<file path="config.mk">
export PLATFORM = sky130hd
export DESIGN_NAME = ieee754_argmax_stream_flat
export DESIGN_NICKNAME = d
export VERILOG_FILES = /design/src/rtl/ieee754_argmax_stream_if.sv /design/src/rtl/ieee754_argmax_stream.sv /design/src/flat_wrapper.sv
export SDC_FILE = /design/constraint.sdc
export NUM_CORES = 1
export LEC_CHECK = 0
export CORE_MARGIN = 1
export CORE_UTILIZATION = 41
export DETAILED_ROUTE_END_ITERATION = 16
export RECOVER_POWER = 50
export SETUP_SLACK_MARGIN = 0.2
export SYNTH_ARGS = -nofsm -noshare
export SYNTH_HDL_FRONTEND = slang
export SYNTH_SLANG_ARGS = --single-unit
</file>
<file path="constraint.sdc">
create_clock -name clk -period 6.4 [get_ports clk]
set_clock_uncertainty 0.05 [all_clocks]
set_input_delay 0.96 -clock clk [delete_from_list [all_inputs] [get_ports clk]]
set_output_delay 0.96 -clock clk [all_outputs]
set_load 0.03 [all_outputs]
</file>
<file path="src/rtl/ieee754_argmax_stream_if.sv">
// Valid/ready stream bundle for ieee754_argmax_stream: element input side and result output side.
// out_nan exists only when IEEE754_ARGMAX_NAN_SKIP_EN is defined.
interface ieee754_argmax_stream_if #(
    parameter int IDX_W = 4
);
    logic             in_valid;
    logic             in_ready;
    logic [31:0]      in_data;
    logic             in_last;
    logic             out_valid;
    logic             out_ready;
    logic [31:0]      out_max;
    logic [IDX_W-1:0] out_idx;
    logic [IDX_W:0]   out_count;
    logic             out_err;
`ifdef IEEE754_ARGMAX_NAN_SKIP_EN
    logic             out_nan;
`endif

    modport master (
        output in_valid, in_data, in_last, out_ready,
        input  in_ready, out_valid, out_max, out_idx, out_count, out_err
`ifdef IEEE754_ARGMAX_NAN_SKIP_EN
      , input  out_nan
`endif
    );

    modport slave (
        input  in_valid, in_data, in_last, out_ready,
        output in_ready, out_valid, out_max, out_idx, out_count, out_err
`ifdef IEEE754_ARGMAX_NAN_SKIP_EN
      , output out_nan
`endif
    );
endinterface

</file>
<file path="src/rtl/ieee754_argmax_stream.sv">
// Streaming argmax over IEEE-754 single-precision vectors, one element per accepted beat.
// Optional NaN skipping is enabled by defining IEEE754_ARGMAX_NAN_SKIP_EN.
//
//   state | meaning
//   S_ACC | accepting elements, tracking best value/index
//   S_OUT | result presented, waiting for out_ready
module ieee754_argmax_stream #(
    parameter int N_MAX = 16,
    parameter int IDX_W = 4
) (
    input logic                    clk,
    input logic                    rst_n,
    ieee754_argmax_stream_if.slave bus
);
    typedef enum logic {S_ACC, S_OUT} state_t;

    localparam logic [IDX_W:0] CNT_MAX = (IDX_W+1)'(N_MAX);
    localparam logic [IDX_W:0] CNT_ONE = (IDX_W+1)'(1);

    state_t           state_q, state_d;
    logic [IDX_W:0]   cnt_q, cnt_d;
    logic [31:0]      best_q, best_d;
    logic [IDX_W-1:0] best_idx_q, best_idx_d;
    logic             err_q, err_d;
    logic [31:0]      out_max_q, out_max_d;
    logic [IDX_W-1:0] out_idx_q, out_idx_d;
    logic [IDX_W:0]   out_count_q, out_count_d;
    logic             out_err_q, out_err_d;
`ifdef IEEE754_ARGMAX_NAN_SKIP_EN
    logic             nan_q, nan_d;
    logic             have_q, have_d;
    logic             out_nan_q, out_nan_d;
    logic             in_is_nan;
    assign in_is_nan = (bus.in_data[30:23] == 8'hFF) && (bus.in_data[22:0] != 23'd0);
`endif

    // Strict sign-magnitude ordering; +0 and -0 compare equal.
    function automatic logic fp_gt(input logic [31:0] a, input logic [31:0] b);
        if (a[30:0] == 31'd0 && b[30:0] == 31'd0) return 1'b0;
        if (a[31] != b[31])                       return ~a[31];
        if (!a[31])                               return a[30:0] > b[30:0];
        return a[30:0] < b[30:0];
    endfunction

    always_comb begin
        state_d     = state_q;
        cnt_d       = cnt_q;
        best_d      = best_q;
        best_idx_d  = best_idx_q;
        err_d       = err_q;
        out_max_d   = out_max_q;
        out_idx_d   = out_idx_q;
        out_count_d = out_count_q;
        out_err_d   = out_err_q;
`ifdef IEEE754_ARGMAX_NAN_SKIP_EN
        nan_d       = nan_q;
        have_d      = have_q;
        out_nan_d   = out_nan_q;
`endif
        case (state_q)
            S_ACC: begin
                if (bus.in_valid) begin
                    if (cnt_q == CNT_MAX) begin
                        err_d = 1'b1;
                    end else begin
                        cnt_d = cnt_q + CNT_ONE;
`ifdef IEEE754_ARGMAX_NAN_SKIP_EN
                        if (in_is_nan) begin
                            nan_d = 1'b1;
                        end else if (!have_q || fp_gt(bus.in_data, best_q)) begin
                            best_d     = bus.in_data;
                            best_idx_d = cnt_q[IDX_W-1:0];
                            have_d     = 1'b1;
                        end
`else
                        if (cnt_q == '0 || fp_gt(bus.in_data, best_q)) begin
                            best_d     = bus.in_data;
                            best_idx_d = cnt_q[IDX_W-1:0];
                        end
`endif
                    end
                    // Result includes this beat's compare, so load from the _d values.
                    if (bus.in_last) begin
                        state_d     = S_OUT;
                        out_max_d   = best_d;
                        out_idx_d   = best_idx_d;
                        out_count_d = cnt_d;
                        out_err_d   = err_d;
`ifdef IEEE754_ARGMAX_NAN_SKIP_EN
                        out_nan_d   = nan_d;
                        if (!have_d) begin
                            out_max_d = 32'h7FC0_0000;
                            out_idx_d = '0;
                        end
`endif
                    end
                end
            end
            S_OUT: begin
                if (bus.out_ready) begin
                    state_d = S_ACC;
                    cnt_d   = '0;
                    err_d   = 1'b0;
`ifdef IEEE754_ARGMAX_NAN_SKIP_EN
                    nan_d     = 1'b0;
                    have_d    = 1'b0;
                    out_nan_d = 1'b0;
`endif
                end
            end
            default: state_d = S_ACC;
        endcase
    end

    always_ff @(posedge clk or negedge rst_n) begin
        if (!rst_n) begin
            state_q     <= S_ACC;
            cnt_q       <= '0;
            best_q      <= 32'h0;
            best_idx_q  <= '0;
            err_q       <= 1'b0;
            out_max_q   <= 32'h0;
            out_idx_q   <= '0;
            out_count_q <= '0;
            out_err_q   <= 1'b0;
`ifdef IEEE754_ARGMAX_NAN_SKIP_EN
            nan_q       <= 1'b0;
            have_q      <= 1'b0;
            out_nan_q   <= 1'b0;
`endif
        end else begin
            state_q     <= state_d;
            cnt_q       <= cnt_d;
            best_q      <= best_d;
            best_idx_q  <= best_idx_d;
            err_q       <= err_d;
            out_max_q   <= out_max_d;
            out_idx_q   <= out_idx_d;
            out_count_q <= out_count_d;
            out_err_q   <= out_err_d;
`ifdef IEEE754_ARGMAX_NAN_SKIP_EN
            nan_q       <= nan_d;
            have_q      <= have_d;
            out_nan_q   <= out_nan_d;
`endif
        end
    end

    assign bus.in_ready  = (state_q == S_ACC);
    assign bus.out_valid = (state_q == S_OUT);
    assign bus.out_max   = out_max_q;
    assign bus.out_idx   = out_idx_q;
    assign bus.out_count = out_count_q;
    assign bus.out_err   = out_err_q;
`ifdef IEEE754_ARGMAX_NAN_SKIP_EN
    assign bus.out_nan   = out_nan_q;
`endif
endmodule

</file>
<file path="src/flat_wrapper.sv">
// flat-port wrapper written by rule: the top's interface ports become plain ports
module ieee754_argmax_stream_flat 
#(
    parameter int N_MAX = 16,
    parameter int IDX_W = 4
)
  (clk, rst_n, bus_in_valid, bus_in_data, bus_in_last, bus_out_ready, bus_in_ready, bus_out_valid, bus_out_max, bus_out_idx, bus_out_count, bus_out_err);
  ieee754_argmax_stream_if #(.IDX_W(IDX_W)) bus_i ();
  input logic clk;
  input logic rst_n;
  input wire logic [$bits(bus_i.in_valid)-1:0] bus_in_valid;
  input wire logic [$bits(bus_i.in_data)-1:0] bus_in_data;
  input wire logic [$bits(bus_i.in_last)-1:0] bus_in_last;
  input wire logic [$bits(bus_i.out_ready)-1:0] bus_out_ready;
  output wire logic [$bits(bus_i.in_ready)-1:0] bus_in_ready;
  output wire logic [$bits(bus_i.out_valid)-1:0] bus_out_valid;
  output wire logic [$bits(bus_i.out_max)-1:0] bus_out_max;
  output wire logic [$bits(bus_i.out_idx)-1:0] bus_out_idx;
  output wire logic [$bits(bus_i.out_count)-1:0] bus_out_count;
  output wire logic [$bits(bus_i.out_err)-1:0] bus_out_err;
  assign bus_i.in_valid = bus_in_valid;
  assign bus_i.in_data = bus_in_data;
  assign bus_i.in_last = bus_in_last;
  assign bus_i.out_ready = bus_out_ready;
  assign bus_in_ready = bus_i.in_ready;
  assign bus_out_valid = bus_i.out_valid;
  assign bus_out_max = bus_i.out_max;
  assign bus_out_idx = bus_i.out_idx;
  assign bus_out_count = bus_i.out_count;
  assign bus_out_err = bus_i.out_err;
  ieee754_argmax_stream #(.N_MAX(N_MAX), .IDX_W(IDX_W)) u_core (.clk(clk), .rst_n(rst_n), .bus(bus_i));
endmodule
</file>
==> flow_summary_export.csv <==
group,metric,value,unit
critical_path,slowest_delay,720,ps
synth,synthArstFlopShare,100,%
job,maxCapViolCount,1,
floorplanning,initial_core_util,42.1,%
synth,synth_seq_cells,85,
synth,synth_compound_area_share,21.7,%
sta,final_max_slew_viol_count,46,
run_status,violations,"max-capacitance violations, max-slew violations",
critical_path,start_kind,"primary input",
clock_tree,cts_setup_buffers,0,
clock_tree,cts-root-buf,"clkbuf_16",
synth,yosysSeqAreaShare,44.1,%
synth,synth_top_family_by_area,"compound AO/OA/AOI/OAI gates",
critical_path,cpMaxStageDelayCell,"o31ai_4",
detailed_routing,firstDrtPassIters,5,
sta,min_period_over_period,69.9,%
power_and_ir_drop,max-vdd-ir-drop,0.236,mV
clock_tree,cts_sinks,85,
finish,area_growth,24.9,%
power_and_ir_drop,intPower,1.71,mW
clock_tree,clk_pin_slew,60,ps
synth,synth_cell_types,42,
finish,n_antenna_cell,0,
sta,fmax,224,MHz
floorplanning,die-area,0.0122,mm2
clock_tree,cts_made_buffers,9,
critical_path,r2r_slack,2670,ps
power_and_ir_drop,swShare,45.1,%
synth,postSynthCellCount,487,
critical_path,crit_path_max_fanout,20,
global_route,grt_first_pass_wirelength,22400,um
critical_path,reg2reg_depth,10,
synth,syn_nets,557,
critical_path,crit_path_end_kind,"flop",
power_and_ir_drop,pwr-share-seq,32.2,%
place,place_area,0.00573,mm2
clock_tree,cts_tree,"built",
global_route,grt-ovfl-total,0,
critical_path,critPathRequiredTime,6570,ps
clock_tree,insertion_delay,350,ps
critical_path,crit_chain,"clkdlybuf4s50_1 > ha_1 > nand4_1 > nor4_1 > nor3b_2 > a211o_2 > and4b_1 > o31ai_4 > buf_4 > mux2_1",
finish,layout-drive-gt1-share,6.28,%
clock_tree,hold_buffers,0,
global_route,antenna_found_initial,0,
clock_tree,post_cts_resized,0,
min_path,hold_path.class,"in2async",
finish,fin_area,0.00603,mm2
power_and_ir_drop,leakage,2.57,nW
clock_tree,cts_htree_levels,3,
critical_path,crit-reg2reg-launch,"u_core.best_q[29]$_DFFE_PN0P_",
clock_tree,cts_buffer_depth,2,
sta,setup_tns,0,ps
detailed_routing,wl,13400,um
synth,ys_top_cells_by_area,"dfrtp_1 44%, ha_1 8.6%, mux2_1 6.5%, a41oi_1 6.0%, o31ai_1 5.3%",
sta,rsz0062_at_grt,"false",
power_and_ir_drop,power_density,515,mW/mm2
sta,setup_ws,1930,ps
synth,synth_area_leader_cell,"dfrtp_1",
synth,ys_warn_count,0,
sta,worstMarginPinSlew,2010,ps
place,gp_congestion,0.913,
synth,synthXorXnorAreaFrac,0.726,%
finish,final_net_count,622,
place,hpwl,8880,um
critical_path,cp.arrival,4640,ps
place,pre_cts_ws,1580,ps
detailed_routing,ant_nets,0,
global_route,grt.total_usage,23.0,%
synth,synth.area.mux_share,7.70,%
floorplanning,die_w,110,um
synth,ys.flop_type,"dfrtp_1",
sta,hold_slack,422,ps
global_route,grt_max_degree,81,
synth,synthSimpleGateAreaFrac,11.2,%
sta,setup_viol,0,
synth,synth_top_area_share,44.1,%
synth,synth_area_per_cell,9.91,um2
power_and_ir_drop,clock_power_share,17.6,%
detailed_routing,wl_per_cell,19.1,um
place,numPortBuffers,80,
detailed_routing,remaining_drc_errors,0,
power_and_ir_drop,p_sw,1.40,mW
sta,max-slew-margin-rel,-34.3,%
global_route,first_global_vias,4247,
run_status,outcome,"complete, but fails checks",
critical_path,rr_endpoint,"u_core.best_q[23]$_DFFE_PN0P_",
synth,synth_edf_count,0,
power_and_ir_drop,p_comb_share,50.2,%
synth,netlist_area,0.00483,mm2
floorplanning,core-area,0.0115,mm2
critical_path,path_class,"in2reg",
floorplanning,boundaryPins,81,
detailed_routing,drtIter0Drc,303,
sta,hold_viol,0,
synth,synth_fa_ha_area_share,8.56,%
sta,period_needed,4470,ps
detailed_routing,vias,4123,
detailed_routing,vias_per_cell,5.89,
floorplanning,dieHeight,110,um
floorplanning,num_rows,39,
worst max-delay path, delay by kind of cell:
kind	cells	cell delay [ps]
AOI/OAI and AO/OA	2	950
muxes	1	360
adders and majority gates	1	360
and+or+nand+nor	4	1060
buffers and inverters	2	940
logic make-up (layout without fill, tap and decap cells):
logic type      count (synthesis)  in the layout
compound gates                150            150
xor+xnor                        4              4
fa+ha+maj                      33             33
buf+inv                        71            141
flops                          85             85
mux                            33             33
simple gates                  111            111
flip-flops by register name, indices dropped and copies added, names as in the netlist:
| signal | flops |
|---|---|
| u_core.best_idx_q | 4 |
| u_core.best_q | 32 |
| u_core.bus.out_count | 5 |
| u_core.bus.out_err | 1 |
| u_core.bus.out_idx | 4 |
| u_core.bus.out_max | 32 |
| u_core.bus.out_valid | 1 |
| u_core.cnt_q | 5 |
| u_core.err_q | 1 |
Yosys cell counts, drive strengths merged (15+ instances only):
| cell | n |
|---|---|
| mux2 | 33 |
| ha | 33 |
| o21ai | 15 |
| inv | 35 |
| clkbuf | 31 |
| dfrtp | 85 |
| a41oi | 33 |
| nor2 | 43 |
| o31ai | 35 |
| nor4 | 18 |
| a21oi | 48 |
| nand2 | 22 |
final cells by class:
class / instances / area (um2)
tap: 143 / 179
fill: 1083 / 5440
timing repair buffer: 90 / 862
multi-input combinational: 331 / 2420
inverter: 35 / 131
clock inverter: 6 / 71.3
sequential: 85 / 2130
clock buffer: 10 / 239
cells in the final DEF, fill, tap and decap left out, types with 18 or more instances in the layout:
cell             Yosys  final
clkdlybuf4s50_1      0     69
nand2_1             22     22
a21oi_1             48     48
nor2_1              43     43
nor4_1              18     18
inv_1               35     35
dfrtp_1             85     85
mux2_1              28     28
ha_1                33     33
a41oi_1             33     33
o31ai_1             34     34
stage by stage:
step	instances	power (mW)	util [%]
after floorplan	487	2.00	-
after CTS	700	3.13	52.7
after global placement	684	2.53	50.0
after global routing	700	3.30	52.6
final	700	3.11	52.6
after detailed placement	684	2.57	50.0
layer usage:
metal  up-vias  track usage [%]  routed length, um
met3        16             3.18                668
li1       1949                -                  -
met1      2034             30.8               6030
met2       124             37.8               6480
met5         -                0                  0
met4         0             8.36                220
worst max-delay path by stage:
stage	start	endpoint	slack, ps	depth (start not counted)
6_report	bus_in_data[30]	u_core.best_q[23]$_DFFE_PN0P_	1930	10
3_5_place_dp	bus_in_data[30]	u_core.best_q[18]$_DFFE_PN0P_	1580	10
2_1_floorplan	bus_in_data[30]	u_core.best_q[10]$_DFFE_PN0P_	2930	10
4_1_cts	bus_in_data[30]	u_core.best_q[23]$_DFFE_PN0P_	1930	10
3_3_place_gp	bus_in_data[30]	u_core.best_q[0]$_DFFE_PN0P_	1750	10
5_1_grt	bus_in_data[30]	u_core.best_q[0]$_DFFE_PN0P_	1720	10
power by group through the flow:
stage	Clock, mW	Sequential (mW)	Combinational [mW]
floorplan	0	1.18	0.812
global placement	0	1.00	1.53
detailed placement	0	1.01	1.56
CTS	0.556	1.00	1.57
global route	0.576	1.03	1.70
finish	0.546	0.999	1.56
(Power assumes the default switching activity.)
==> patch: new RTL, config.mk and constraints unchanged <==
Compare `cnt_q` against `CNT_MAX` with >= in place of ==.
--- a/src/rtl/ieee754_argmax_stream.sv
+++ b/src/rtl/ieee754_argmax_stream.sv
@@ -62,3 +62,3 @@
                 if (bus.in_valid) begin
-                    if (cnt_q == CNT_MAX) begin
+                    if (cnt_q >= CNT_MAX) begin
                         err_d = 1'b1;
Function: same outputs for any inputs over 4 cycles, from zero or initial values and one cycle with rst_n low; that may be too few to reach the edited logic, so the function may still have changed.
==> patch against the unedited design <==
  * The run still ends with capacitance limit, slew limit left
  * Non-clock buffer count fell by 2
  * Setup slack got worse by 0.15 ns
  * Synthesized cell count is 7.0% higher
  * Area after synthesis rose by 4.3%
  * Routed wire length increased by 1.6%
  * Total power shrank 4.7%
  * Final area is 3.7% higher
  * Sequential cell count did not move
  * Largest cell class unchanged
==> patch: results (changes against the unedited design) <==
root buffer cell=clkbuf_16; postcts setup bufs=0 (unchanged); VDD IR max=0.000190 V (-19%); initial antenna violation count=0 (unchanged); metal3 WL=396 um (-41%); Internal=0.00176 W (+2.9%); Buffers on Ports=80 (unchanged); Max Buffers Root-to-Sink=2 (unchanged); layout cells sized above 1=0.108 (+0.0447); dpl cell area=0.00593 mm2 (+3.6%); status=finished with violations; first-pass GRT wire length=22,500 um (+0.34%); Met2 Wirelength=6310 um (-2.6%); net count after synthesis=591 (+6.1%); Slew headroom=-0.385 (-0.0420); failing checks=capacitance limit, slew limit; Critical Path AT=4.79 ns (+0.15 ns); Lkg Pwr=2.70 nW (+4.8%); Reg2Reg Depth=7 (-3); sequential area share after synthesis=0.423 (-0.0181); ranking of synthesized cells by area=dfrtp_1 (42%), ha_1 (8.2%), o21ai_0 (7.2%); first-pass iteration count of the detailed router=4 (-1); Iter 0 DRT Violations=279 (-7.9%); Layout Nets=660 (+6.1%); GP Congestion=0.805 (-12%); critical path peak fanout=48 (+140%); reg2reg start=u_core.cnt_q[4]$_DFFE_PN0P_; half-perimeter wire length after placement=9100 um (+2.5%); Max-Cap Viols=2 (+1); total number of vias=4,280 (+3.8%); Tightest Hold Check Type=in -> async; Top Metal Used=met4; Final Max Tran Viols=83 (+80%); All-Layer GR Usage=0.226 (-0.00348); M1 WL=6670 um (+11%); Unique masters post-synth=48 (+14%); worst reg-to-reg setup slack=1.78 ns (-0.89 ns); pin count of the biggest net entering global routing=85 (+4.9%); wire per inst=18.3 um (-4.2%); RR Endpoint=u_core.best_q[26]$_DFFE_PN0P_; top cells by count, synth=dfrtp_1 (85), o21ai_0 (72), nand2_1 (53)
[patch: cell types whose count changed after synthesis, moves of 6 or more]
cell,change
a21oi_1,-26
a41oi_1,-32
clkbuf_1,-11
inv_1,+6
nand2_1,+31
nor2_1,-32
o21ai_0,+57
o221a_2,+31
o31ai_1,-33
or3_1,+29
[patch: logic make-up (layout without fill, tap and decap cells)]
group	count (synthesis)	after routing	share of synthesized area
muxes	34	34	0.0758
buffers and inverters	71	145	0.0589
AOI/OAI and AO/OA	154	154	0.212
adders and majority gates	33	33	0.0820
and+or+nand+nor	141	141	0.144
xor gates and xnor gates	3	3	0.00522
DFF	85	85	0.423
[patch: through the flow]
| step | instances | worst slack [ns] | hold slack, ns | util |
|---|---|---|---|---|
| global placement | 726 | 1.87 | 0.416 | 0.494 |
| CTS | 742 | 2.13 | 0.321 | 0.521 |
| detailed placement | 726 | 1.80 | 0.420 | 0.494 |
| global route | 742 | 1.46 | 0.334 | 0.520 |
| floorplan | 521 | 3.23 | 0.429 | - |
| finish | 742 | 1.78 | 0.331 | 0.520 |
[patch: final cells by class]
cell class,count,area [um2]
Fill cell,1127,5760
Multi-Input combinational cell,365,2610
Sequential cell,85,2130
Timing Repair Buffer,88,847
Clock buffer,12,256
Tap cell,147,184
Inverter,41,154
Clock inverter,4,70.1
[patch: per-layer routing]
metal,track usage,vias to the layer above
met5,0,-
met4,0.0862,0
met3,0.0332,16
met2,0.365,86
met1,0.307,2105
li1,-,2073
[patch: power groups by stage]
stage / Sequential, W / Clock [W] / Combinational, W
floorplan: 0.00119 / 0 / 0.000710
global placement: 0.00101 / 0 / 0.00135
detailed placement: 0.00102 / 0 / 0.00138
CTS: 0.00102 / 0.000595 / 0.00139
global route: 0.00105 / 0.000617 / 0.00150
finish: 0.00101 / 0.000582 / 0.00136
[patch: worst max-delay path: stages, from the launching register on]
cell	delay (ns)
dfrtp_1	0.35
clkbuf_1	0.78
inv_1	0.20
clkbuf_1	1.18
nand2_1	0.46
a21oi_4	0.75
buf_4	0.35
mux2_1	0.35
[patch: worst max-delay path by stage]
stage | start | end
after CTS | bus_in_data[10] | u_core.best_q[26]$_DFFE_PN0P_
after floorplan | bus_in_data[22] | u_core.best_q[10]$_DFFE_PN0P_
after global routing | u_core.cnt_q[4]$_DFFE_PN0P_ | u_core.best_q[26]$_DFFE_PN0P_
after detailed placement | bus_in_data[10] | u_core.best_q[24]$_DFFE_PN0P_
after global placement | bus_in_data[10] | u_core.best_q[1]$_DFFE_PN0P_
final | u_core.cnt_q[4]$_DFFE_PN0P_ | u_core.best_q[26]$_DFFE_PN0P_
